**src/rtl/column_stream_packer.sv**
```systemverilog
// column_stream_packer: buffers K-pixel columns in a FIFO and serializes them into LANES-pixel
// ready/valid beats, keeping column, drop and pixel-checksum statistics.
module column_stream_packer #(
   parameter int K           = 3,
   parameter int PIXEL_WIDTH = 8,
   parameter int LANES       = 1,
   parameter int FIFO_DEPTH  = 16,
   parameter int CNT_WIDTH   = 32
) (
   input  logic                         clk,
   input  logic                         rst,
   input  logic                         in_valid,
   input  logic [K*PIXEL_WIDTH-1:0]     in_data,
   input  logic                         in_last,
   output logic                         out_valid,
   input  logic                         out_ready,
   output logic [LANES*PIXEL_WIDTH-1:0] out_data,
   output logic                         out_col_end,
   output logic                         out_frame_end,
   output logic                         overflow,
   output logic [CNT_WIDTH-1:0]         col_count,
   output logic [CNT_WIDTH-1:0]         drop_count,
   output logic [CNT_WIDTH-1:0]         checksum
);
   localparam int BEATS = K / LANES;
   localparam int BW    = BEATS > 1 ? $clog2(BEATS) : 1;
   localparam int AW    = $clog2(FIFO_DEPTH);
   localparam int LW    = LANES * PIXEL_WIDTH;

   typedef enum logic {EMPTY, SEND} state_t;

   state_t                    state_q, state_d;
   logic [AW:0]               wr_q, rd_q;
   logic [K*PIXEL_WIDTH:0]    mem_q [FIFO_DEPTH];
   logic [BEATS-1:0][LW-1:0]  stage_q, stage_d;
   logic                      last_q, last_d;
   logic [BW-1:0]             beat_q, beat_d;
   logic [CNT_WIDTH-1:0]      col_q, drop_q, sum_q, pix_sum;
   logic                      ovf_q, empty, full, last_beat, hs, pop, push;

   // pointers carry a wrap bit so full and empty are distinguishable at equal addresses
   assign empty     = wr_q == rd_q;
   assign full      = (wr_q[AW] != rd_q[AW]) && (wr_q[AW-1:0] == rd_q[AW-1:0]);
   assign last_beat = beat_q == BW'(BEATS - 1);
   assign hs        = (state_q == SEND) && out_ready;
   assign pop       = !empty && ((state_q == EMPTY) || (hs && last_beat));
   assign push      = in_valid && (!full || pop);

   always_comb begin
      pix_sum = '0;
      for (int i = 0; i < K; i++) pix_sum += CNT_WIDTH'(in_data[i*PIXEL_WIDTH +: PIXEL_WIDTH]);
   end

   always_comb begin
      state_d = state_q;
      beat_d  = beat_q;
      stage_d = stage_q;
      last_d  = last_q;
      if (pop) begin
         state_d           = SEND;
         beat_d            = '0;
         {last_d, stage_d} = mem_q[rd_q[AW-1:0]];
      end else if (hs) begin
         state_d = last_beat ? EMPTY : SEND;
         beat_d  = last_beat ? beat_q : beat_q + 1'b1;
      end
   end

   always_ff @(posedge clk or posedge rst) begin
      if (rst) begin
         state_q <= EMPTY;
         wr_q    <= '0;
         rd_q    <= '0;
         stage_q <= '0;
         last_q  <= 1'b0;
         beat_q  <= '0;
         col_q   <= '0;
         drop_q  <= '0;
         sum_q   <= '0;
         ovf_q   <= 1'b0;
      end else begin
         state_q <= state_d;
         stage_q <= stage_d;
         last_q  <= last_d;
         beat_q  <= beat_d;
         if (pop) rd_q <= rd_q + 1'b1;
         if (push) begin
            wr_q  <= wr_q + 1'b1;
            col_q <= col_q + 1'b1;
            sum_q <= sum_q + pix_sum;
         end else if (in_valid) begin
            drop_q <= drop_q + 1'b1;
            ovf_q  <= 1'b1;
         end
      end
   end

   always_ff @(posedge clk) if (push) mem_q[wr_q[AW-1:0]] <= {in_last, in_data};

   assign out_valid     = state_q == SEND;
   assign out_data      = stage_q[beat_q];
   assign out_col_end   = out_valid && last_beat;
   assign out_frame_end = out_col_end && last_q;
   assign overflow      = ovf_q;
   assign col_count     = col_q;
   assign drop_count    = drop_q;
   assign checksum      = sum_q;
endmodule

```
**config.mk**
```make
export PLATFORM = sky130hd
export DESIGN_NAME = column_stream_packer
export DESIGN_NICKNAME = d
export VERILOG_FILES = /design/src/rtl/column_stream_packer.sv
export SDC_FILE = /design/constraint.sdc
export NUM_CORES = 1
export LEC_CHECK = 0
export CAP_MARGIN = 20
export CORE_AREA = 2 2 275 277
export CTS_CLUSTER_SIZE = 16
export DETAILED_ROUTE_END_ITERATION = 8
export DIE_AREA = 0 0 277 279
export DONT_BUFFER_PORTS = 1
export PLACE_DENSITY = 0.44
export REMOVE_ABC_BUFFERS = 1
export SLEW_MARGIN = 0
export SYNTH_ARGS = -nofsm -noshare
export SYNTH_HDL_FRONTEND = slang
export SYNTH_SLANG_ARGS = --single-unit
```
**constraint.sdc**
```tcl
create_clock -name clk -period 7 [get_ports clk]
set_input_delay 1.4 -clock clk [delete_from_list [all_inputs] [get_ports clk]]
set_output_delay 1.4 -clock clk [all_outputs]
set_load 0.05 [all_outputs]
```
==> impl_metrics.csv <==
group,metric,value,unit
drt,drcViolationCount,0,
finish,antenna_cells,0,
die,io_pins,137,
yosys,yosys.area_share.simple,6.43,%
clock_network,htree_levels,2,
yosys,synth_top_family_by_area,"multiplexers",
placed_design,place.gp.congestion,0.744,
yosys,synth_cell_types,50,
global_routing,antenna_found_initial,0,
clock_network,clockBufferDepth,3,
min_path,min_from,"stage_q[1]",
drt,dr.pass1.iters,5,
finish,fin_nets,1405,
clock_network,clock-sinks,535,
yosys,synth_xor_area_share,4.23,%
power_and_ir_drop,p_leak,0.00900,µW
finish,drive_above_1_share,20.8,%
setup_path,worstPathMaxFanout,17,
finish,fin_util,34.3,%
placed_design,port_buffers,0,
clock_network,cts_made_buffers,59,
drt,drtIter0Drc,711,
sta,clock_skew,18.8,ps
clock_network,cts.hold.buffers_added,0,
yosys,ys_seq_elements,535,
setup_path,crit_arrival,5110,ps
global_routing,grt-ovfl-total,0,
drt,viasPerCell,4.76,
clock_network,clock_latency,630,ps
sta,rsz0062_at_grt,"no",
sta,slew_violations,0,
setup_path,critPathKind,"in2reg",
clock_network,post_cts_buffers,0,
clock_network,cts_tree,"yes",
sta,hold_viol_final,0,
setup_path,r2r-start,"checksum[1]",
die,row_count,100,
drt,wl_per_cell,23.6,µm
placed_design,hpwl,32.8,mm
yosys,synth_area,0.0221,mm²
die,initial_core_util,29.8,%
yosys,seq_area_frac_synth,69.6,%
power_and_ir_drop,ir_drop,270,µV
job,maxCapViolations,0,
sta,layout_min_cycle_time,4630,ps
global_routing,grt_pass1_vias,12000,
clock_network,path_clk_slew,60,ps
sta,worst_pin_slew,1200,ps
die,die-height,279,µm
clock_network,root_buffer,"clkbuf_16",
die,coreArea,0.0741,mm²
setup_path,startpoint,"in_data[1]",
yosys,synth_compound_area_share,2.12,%
setup_path,endpoint_kind,"flip-flop",
clock_network,cts_resized,0,
yosys,synth_fa_ha_area_share,2.52,%
sta,setup_ws,2370,ps
sta,setup_viol,0,
placed_design,dp_slack,1710,ps
drt,vias,11200,
run_status,status,"finished, final reports clean",
yosys,synth.area.mux_share,13.0,%
sta,relSlewSlack,21.3,%
drt,postRouteAntennaNets,0,
global_routing,grt_start_max_net_pins,71,
die,die_w,277,µm
power_and_ir_drop,power.density,416,mW/mm²
setup_path,critical_path_required,7480,ps
sta,post-route-period-util,66.1,%
die,die_area,0.0773,mm²
finish,area_growth_syn_to_layout,15.1,%
min_path,hp-class,"reg2reg",
yosys,syn_inst,1302,
global_routing,grt.total_usage,14.5,%
drt,routed_wl,55.8,mm
setup_path,start_kind,"input port",
yosys,synth_warnings,0,
sta,fmax,216,MHz
global_routing,grt_first_pass_wirelength,82.6,mm
yosys,syn_avg_cell_area,17.0,µm²
==> flip-flops by register name, indices dropped and copies added (netlist names), 2 cells and up <==
signal      count
beat_q          2
checksum       32
col_count      32
drop_count     32
mem_q         400
rd_q            5
stage_q        24
wr_q            5
==> kinds of logic (layout without fill, tap and decap cells) <==
family,count (synthesis),in the layout
buffers and inverters,100,190
xor gates and xnor gates,105,105
adders and majority gates,35,35
DFF,535,535
AOI/OAI and AO/OA,88,88
muxes,159,159
and+or+nand+nor,280,280
==> where the power goes <==
part,leakage [µW],internal [µW],switching [µW]
clock,0.000992,1910,1320
sequential,0.00538,3840,597
combinational,0.00263,1230,1700
total,0.00900,6980,3610
==> synthesized netlist by cell type (all sizes together) <==
| master | n | area share, % |
|---|---|---|
| nor3 | 13 | 0.36 |
| nor3b | 1 | 0.034 |
| nand3b | 2 | 0.068 |
| dfrtp | 135 | 15 |
| nor4 | 6 | 0.31 |
| ha | 19 | 1.1 |
| o22ai | 8 | 0.23 |
| xor2 | 30 | 1.2 |
| nor2 | 62 | 1.1 |
| nor4b | 1 | 0.040 |
| mux2i | 33 | 1.5 |
| mux2 | 26 | 1.3 |
| nand2 | 90 | 1.6 |
| nand4b | 2 | 0.079 |
| a21o | 2 | 0.068 |
| inv | 41 | 0.70 |
| a31oi | 1 | 0.028 |
| xnor2 | 75 | 3.0 |
| and4 | 10 | 0.40 |
| o211ai | 1 | 0.034 |
| buf | 36 | 0.98 |
| and3 | 21 | 0.59 |
| nand3 | 38 | 0.86 |
| edfxtp | 400 | 54 |
| o21ai | 39 | 0.88 |
| a211oi | 1 | 0.034 |
| and2 | 4 | 0.11 |
| fa | 16 | 1.4 |
| or2 | 2 | 0.057 |
| o21a | 1 | 0.034 |
| a21oi | 33 | 0.75 |
| a21boi | 2 | 0.068 |
| mux4 | 100 | 10 |
| clkbuf | 23 | 0.40 |
| nand2b | 5 | 0.14 |
| nand4 | 23 | 0.71 |
==> worst max-delay path: stages <==
cell and delay [ps]:
inv_1 40, fa_1 600, fa_1 430, inv_1 70, ha_1 170, inv_1 60
fa_1 400, nand2b_1 170, a21oi_1 220, a31oi_1 280, o211ai_1 880, nand4_1 220
xnor2_1 190
==> cell usage in the layout (no fill, tap or decap), types with 25 or more instances in the layout <==
cell type and n:
clkbuf_16 60, mux2i_1 33, dfrtp_1 131, xor2_1 30, mux4_2 100, nand2_1 88, xnor2_1 73, a21oi_1 33
buf_4 36, mux2_2 25, inv_1 40, nand3_1 38, edfxtp_1 400, nor2_1 47
==> through the flow <==
stage / instance area (µm²) / total power, µW / instances / hold slack [ps] / setup TNS, ps
3_5_place_dp: 23400 / 7500 / 2248 / 475 / 0
2_1_floorplan: 21800 / 6600 / 1243 / 449 / -51160
6_report: 25400 / 10600 / 2361 / 484 / 0
5_1_grt: 25400 / 11200 / 2361 / 508 / 0
3_3_place_gp: 23400 / 7490 / 2248 / 465 / 0
4_1_cts: 25400 / 10800 / 2360 / 489 / 0
==> cell type report <==
cell class | count | area, µm²
Sequential cell | 535 | 15400
Multi-Input combinational cell | 667 | 6360
Timing Repair Buffer | 37 | 282
Tap cell | 969 | 1210
Clock buffer | 75 | 1600
Fill cell | 7126 | 48600
Clock inverter | 37 | 425
Inverter | 41 | 159
==> path summary, 6_finish.rpt <==
path / depth (start not counted) / endpoint / slack (ps)
worst max-delay path: 13 / checksum[31] / 2370
worst min-delay path: 2 / stage_q[1] / 480
worst max register to register: 12 / checksum[31] / 2830
worst min register to register: 2 / stage_q[1] / 480
max in group asynchronous: 2 / checksum[12] / 4740
min in group asynchronous: 1 / drop_count[31] / 780
==> layer usage <==
layer | GRT usage, % | wire, µm | vias to the layer above
met1 | 19.3 | 24700 | 5870
li1 | - | - | 5025
met4 | 3.46 | 1000 | 0
met3 | 4.01 | 3570 | 80
met2 | 23.7 | 26500 | 261
met5 | 0 | 0 | -
Power figures use the tool's default switching activity.
